<file path="src/rtl/spi_controller.sv">
// SPI initiator for the two-byte register protocol, all four CPOL/CPHA modes.
// Optional build macro SPI_CTRL_GUARD_EN stretches cs_n setup/hold to GUARD cycles.
module spi_controller #(
    parameter int unsigned REG_W    = 8,
    parameter int unsigned HALF_DIV = 4,
    parameter int unsigned GUARD    = 8
) (
    input  logic             clk,
    input  logic             rst,
    input  logic             ena,
    input  logic [1:0]       mode,
    input  logic             start,
    input  logic             wr_rdn,
    input  logic [REG_W-2:0] addr,
    input  logic [REG_W-1:0] wdata,
    output logic             busy,
    output logic             done,
    output logic [REG_W-1:0] status,
    output logic [REG_W-1:0] rdata,
    output logic             spi_clk,
    output logic             spi_cs_n,
    output logic             spi_mosi,
    input  logic             spi_miso
);

    localparam int unsigned FW    = 2 * REG_W;
    localparam int unsigned NHALF = 4 * REG_W;
`ifdef SPI_CTRL_GUARD_EN
    localparam int unsigned H_SET = GUARD;
`else
    localparam int unsigned H_SET = HALF_DIV;
`endif
    localparam int unsigned CMAX  = (H_SET > HALF_DIV) ? H_SET : HALF_DIV;
    localparam int unsigned CW    = $clog2(CMAX) + 1;
    localparam int unsigned HW    = $clog2(NHALF);
    localparam int unsigned BW    = $clog2(FW);

    localparam logic [2:0] S_IDLE  = 3'd0;
    localparam logic [2:0] S_SETUP = 3'd1;
    localparam logic [2:0] S_SHIFT = 3'd2;
    localparam logic [2:0] S_HOLD  = 3'd3;
    localparam logic [2:0] S_GAP   = 3'd4;

    logic [2:0]       state_q, state_d;
    logic [CW-1:0]    cnt_q, cnt_d;
    logic [HW-1:0]    half_q, half_d;
    logic [BW-1:0]    bit_q, bit_d;
    logic [FW-1:0]    tx_q, tx_d;
    logic [FW-1:0]    rx_q, rx_d;
    logic             cpol_q, cpol_d;
    logic             cpha_q, cpha_d;
    logic             busy_q, busy_d;
    logic             done_q, done_d;
    logic [REG_W-1:0] status_q, status_d;
    logic [REG_W-1:0] rdata_q, rdata_d;
    logic             clk_q, clk_d;
    logic             cs_n_q, cs_n_d;
    logic             mosi_q, mosi_d;

    logic             edge_go;
    logic [HW-1:0]    edge_idx;
    logic             lead;
    logic             no_adv;

    always_comb begin
        state_d  = state_q;
        cnt_d    = cnt_q;
        half_d   = half_q;
        bit_d    = bit_q;
        tx_d     = tx_q;
        rx_d     = rx_q;
        cpol_d   = cpol_q;
        cpha_d   = cpha_q;
        busy_d   = busy_q;
        done_d   = done_q;
        status_d = status_q;
        rdata_d  = rdata_q;
        clk_d    = clk_q;
        cs_n_d   = cs_n_q;
        mosi_d   = mosi_q;
        edge_go  = 1'b0;
        edge_idx = '0;
        lead     = 1'b0;
        no_adv   = 1'b0;

        if (ena) begin
            done_d = 1'b0;
            case (state_q)
                S_IDLE: begin
                    clk_d = mode[1];
                    // The cycle showing done is still IDLE but must not accept a new frame.
                    if (start && !done_q) begin
                        state_d = S_SETUP;
                        busy_d  = 1'b1;
                        cs_n_d  = 1'b0;
                        cpol_d  = mode[1];
                        cpha_d  = mode[0];
                        tx_d    = {wr_rdn, addr, wdata};
                        mosi_d  = wr_rdn;
                        rx_d    = '0;
                        cnt_d   = '0;
                        half_d  = '0;
                        bit_d   = '0;
                    end
                end
                S_SETUP: begin
                    if (cnt_q == CW'(H_SET - 1)) begin
                        state_d = S_SHIFT;
                        cnt_d   = '0;
                        half_d  = '0;
                        edge_go = 1'b1;
                    end else begin
                        cnt_d = cnt_q + CW'(1);
                    end
                end
                S_SHIFT: begin
                    if (cnt_q == CW'(HALF_DIV - 1)) begin
                        cnt_d = '0;
                        if (half_q == HW'(NHALF - 1)) begin
                            state_d = S_HOLD;
                        end else begin
                            half_d   = half_q + HW'(1);
                            edge_go  = 1'b1;
                            edge_idx = half_q + HW'(1);
                        end
                    end else begin
                        cnt_d = cnt_q + CW'(1);
                    end
                end
                S_HOLD: begin
                    if (cnt_q == CW'(H_SET - 1)) begin
                        state_d  = S_GAP;
                        cnt_d    = '0;
                        cs_n_d   = 1'b1;
                        status_d = rx_q[FW-1:REG_W];
                        rdata_d  = rx_q[REG_W-1:0];
                    end else begin
                        cnt_d = cnt_q + CW'(1);
                    end
                end
                S_GAP: begin
                    if (cnt_q == CW'(HALF_DIV - 1)) begin
                        state_d = S_IDLE;
                        cnt_d   = '0;
                        busy_d  = 1'b0;
                        done_d  = 1'b1;
                    end else begin
                        cnt_d = cnt_q + CW'(1);
                    end
                end
                default: state_d = S_IDLE;
            endcase

            // Each half-period opens with a spi_clk edge; even indices are leading edges.
            if (edge_go) begin
                clk_d = ~clk_q;
                lead  = ~edge_idx[0];
                if (lead ^ cpha_q) begin
                    rx_d = {rx_q[FW-2:0], spi_miso};
                    if (bit_q != BW'(FW - 1)) begin
                        bit_d = bit_q + BW'(1);
                    end
                end else begin
                    no_adv = cpha_q ? (edge_idx == '0) : (edge_idx == HW'(NHALF - 1));
                    if (!no_adv) begin
                        tx_d   = {tx_q[FW-2:0], 1'b0};
                        mosi_d = tx_q[FW-2];
                    end
                end
            end
        end
    end

    always_ff @(posedge clk or posedge rst) begin
        if (rst) begin
            state_q  <= S_IDLE;
            cnt_q    <= '0;
            half_q   <= '0;
            bit_q    <= '0;
            tx_q     <= '0;
            rx_q     <= '0;
            cpol_q   <= 1'b0;
            cpha_q   <= 1'b0;
            busy_q   <= 1'b0;
            done_q   <= 1'b0;
            status_q <= '0;
            rdata_q  <= '0;
            clk_q    <= 1'b0;
            cs_n_q   <= 1'b1;
            mosi_q   <= 1'b0;
        end else begin
            state_q  <= state_d;
            cnt_q    <= cnt_d;
            half_q   <= half_d;
            bit_q    <= bit_d;
            tx_q     <= tx_d;
            rx_q     <= rx_d;
            cpol_q   <= cpol_d;
            cpha_q   <= cpha_d;
            busy_q   <= busy_d;
            done_q   <= done_d;
            status_q <= status_d;
            rdata_q  <= rdata_d;
            clk_q    <= clk_d;
            cs_n_q   <= cs_n_d;
            mosi_q   <= mosi_d;
        end
    end

    assign busy     = busy_q;
    assign done     = done_q;
    assign status   = status_q;
    assign rdata    = rdata_q;
    assign spi_clk  = clk_q;
    assign spi_cs_n = cs_n_q;
    assign spi_mosi = mosi_q;

endmodule
</file>
<file path="config.mk">
export PLATFORM = sky130hd
export DESIGN_NAME = spi_controller
export DESIGN_NICKNAME = d
export VERILOG_FILES = /design/src/rtl/spi_controller.sv
export SDC_FILE = /design/constraint.sdc
export NUM_CORES = 1
export LEC_CHECK = 0
export CORE_MARGIN = 2
export CORE_UTILIZATION = 40
export DETAILED_ROUTE_END_ITERATION = 8
export PLACE_DENSITY = 0.7
export REMOVE_ABC_BUFFERS = 1
export SLEW_MARGIN = 20
export SYNTH_ARGS = -nofsm -noshare
export SYNTH_HDL_FRONTEND = slang
export SYNTH_SLANG_ARGS = --single-unit
</file>
<file path="constraint.sdc">
create_clock -name clk -period 8.2 [get_ports clk]
set_clock_uncertainty 0.05 [all_clocks]
set_input_delay 0.82 -clock clk [delete_from_list [all_inputs] [get_ports clk]]
set_output_delay 0.82 -clock clk [all_outputs]
set_load 0.01 [all_outputs]
</file>
==> impl_metrics.py <==
metrics = {
    "synthesis": {
        "synth_cell_types": 46,
        "synth_edf_count": 0,
        "yosysWarnings": 0,
        "synthFlopType": "dfrtp_1",
        "synthTopCellsByArea": "dfrtp_1 52%, mux2_2 6.6%, mux2i_1 5.2%",
        "synth_top_area_share_pct": 51.6,
        "synthArstFlopShare_pct": 100,
        "syn_area_mm2": 0.00306,
        "yosysTopAreaCell": "dfrtp_1",
        "syn_inst": 270,
        "yosys_register_bits": 64,
        "synth-seq-area-share_pct": 52.4,
        "avgSynthCellArea_um2": 11.3,
    },
    "global_routing": {
        "grt_usage_pct": 14.9,
        "grt_pass1_wl_mm": 9.94,
        "antenna_found_initial": 0,
        "grt_max_degree": 65,
        "grt_pass1_vias": 2006,
        "gr-total-overflow": 0,
    },
    "timing": {
        "slew_viol_final": 0,
        "setup_viol": 0,
        "fmax_mhz": 298,
        "period_needed_ns": 3.35,
        "max_slew.worst_pin.slew_ns": 0.977,
        "period_share_pct": 40.9,
        "relSlewSlack_pct": 34.8,
        "rsz0062_at_grt": "no",
        "finalSetupTns_ns": 0,
        "setup_ws_ns": 4.85,
        "hold_viol_final": 0,
    },
    "clock_tree": {
        "cts_tree": "built",
        "clk_pin_slew_ns": 0.07,
        "numCtsBuffers": 9,
        "clock_latency_ns": 0.33,
        "cts.sink_count": 64,
        "htreeDepth": 3,
        "cts_setup_buffers": 0,
        "cts_buffer_depth": 2,
        "cts_resized": 0,
        "cts-root-buf": "clkbuf_8",
        "hold_buffers": 0,
    },
    "setup_path": {
        "cp.arrival_ns": 3.57,
        "endpoint_kind": "flop",
        "r2r-start": "half_q[0]",
        "critPathRequiredTime_ns": 8.41,
        "crit_type": "input port to flop",
        "path_max_fanout": 17,
        "timing.rr.end": "rx_q[0]",
        "start_kind": "input port",
        "rrSetupSlack_ns": 4.95,
        "reg2reg_depth": 7,
    },
    "job": {
        "cap_violations": 0,
    },
    "floorplanning": {
        "ios": 44,
        "dieArea_mm2": 0.00836,
        "die_w_um": 91.4,
        "start_util_pct": 41.7,
        "die_h_um": 91.4,
        "rows": 31,
        "core_area_mm2": 0.00733,
    },
    "finish": {
        "mostFrequentLayoutCell": "dfrtp_1",
        "fin_nets": 334,
        "layout-drive-gt1-share_pct": 14.1,
        "antenna_cells": 0,
        "post-route-util_pct": 50.9,
        "layout_common_cells": "63 x dfrtp_1, 43 x clkdlybuf4s50_1, 26 x nand2_1, 21 x inv_1, 18 x mux2_2",
        "fill_cells": 648,
        "syn_to_final_growth_pct": 22.0,
        "multiInputGateArea_mm2": 0.00127,
        "seq_area_mm2": 0.00160,
    },
    "min_path": {
        "min_from": "cnt_q[1]",
        "hold_path_class": "flop to flop",
        "min_delay_path_depth": 2,
        "min_to": "cnt_q[1]",
    },
    "power_and_ir_drop": {
        "finalPower_mw": 0.988,
        "netSwitchingFraction_pct": 32.0,
        "combPwrFrac_pct": 25.2,
        "leakagePower_nw": 1.53,
        "seqPwrFrac_pct": 46.8,
        "intPower_mw": 0.672,
        "clkPwrFrac_pct": 27.9,
        "ir_worst_vdd_uv": 156,
        "cellPowerDensity_mw_per_mm2": 265,
        "switchingPower_mw": 0.316,
    },
    "route": {
        "drcViolationCount": 0,
        "wl_mm": 5.69,
        "dr.pass1.iters": 4,
        "via_count": 2080,
        "ant_nets": 0,
        "routedWlPerCell_um": 13.8,
        "drt_iter0_drc": 156,
        "avgViaCountPerCell": 5.05,
    },
    "placed_design": {
        "io_buffer_count": 43,
        "dp_hpwl_mm": 3.63,
        "pre_cts_ws_ns": 4.51,
        "gp_congestion": 0.775,
    },
    "outcome": {
        "status": "complete, no violations",
    },
}
-- worst max-delay path, cell delays in order --
cell and delay, ns:
clkdlybuf4s50_1 0.64, nor2b_1 0.44, nand4_1 0.69, o21ai_2 0.79, o21a_1 0.19
-- power by group through the flow --
stage | clock [mW] | combinational [mW] | sequential (mW)
after floorplan | 0 | 0.182 | 0.452
after global placement | 0 | 0.244 | 0.465
after detailed placement | 0 | 0.252 | 0.466
after CTS | 0.286 | 0.252 | 0.462
after global routing | 0.302 | 0.283 | 0.474
final | 0.276 | 0.249 | 0.463
-- per-layer routing --
metal / part of all wire (%) / global-route usage, %
met5: 0 / 0
met4: 1.1 / 7.95
met3: 2.1 / 2.24
met2: 45 / 20.8
met1: 52 / 22.0
-- synth_stat cells, types with 3 or more instances --
cell / number
dfrtp_1: 63
nand2_1: 26
inv_1: 22
mux2_2: 18
mux2i_1: 16
o21a_1: 15
o32a_1: 15
o21ai_0: 11
clkbuf_1: 10
a21oi_1: 5
nand2b_1: 5
nand4_1: 5
o31ai_1: 5
buf_2: 4
nor2_1: 4
and3_1: 3
ha_1: 3
nor2b_1: 3
xnor2_1: 3
-- how the worst max path moves through the flow --
| stage | startpoint | end | slack (ns) | depth (start not counted) |
|---|---|---|---|---|
| CTS | ena | tx_q[14] | 4.89 | 5 |
| finish | ena | tx_q[14] | 4.85 | 5 |
| global route | ena | tx_q[3] | 4.58 | 5 |
| global placement | ena | tx_q[5] | 4.61 | 5 |
| detailed placement | ena | tx_q[6] | 4.51 | 5 |
| floorplan | half_q[0] | rx_q[0] | 5.33 | 7 |
-- kinds of logic after synthesis --
logic type	Yosys count	share of synthesized area (%)
DFF	64	52.4
xor gates and xnor gates	4	1.15
AOI/OAI and AO/OA	63	15.5
and+or+nand+nor	61	11.0
muxes	35	12.6
buffers and inverters	40	6.10
adders and majority gates	3	1.23
-- layout make-up --
cell class              instances  share of cell area (%)
clock buffers                  11                    4.06
inverters                      22                    2.21
well taps                      99                    3.32
repair buffers                 45                    11.9
clock inverters                 5                    1.48
multi-input cells             166                    34.0
flip-flops and latches         64                    43.0
-- registers in the layout, indices dropped and copies added, names as in the netlist, 3 cells and up --
register and count:
state_q 3, status 8, half_q 5, tx_q 15
cnt_q 3, rx_q 16, rdata 8
-- metrics by stage --
step / cells / hold slack (ns) / instance area [um^2]
detailed placement: 396 / 0.414 / 3520
finish: 412 / 0.427 / 3730
CTS: 412 / 0.430 / 3730
global route: 412 / 0.462 / 3730
floorplan: 252 / 0.393 / 2950
global placement: 396 / 0.409 / 3520
Note: power is estimated with default switching activity, not from simulation.
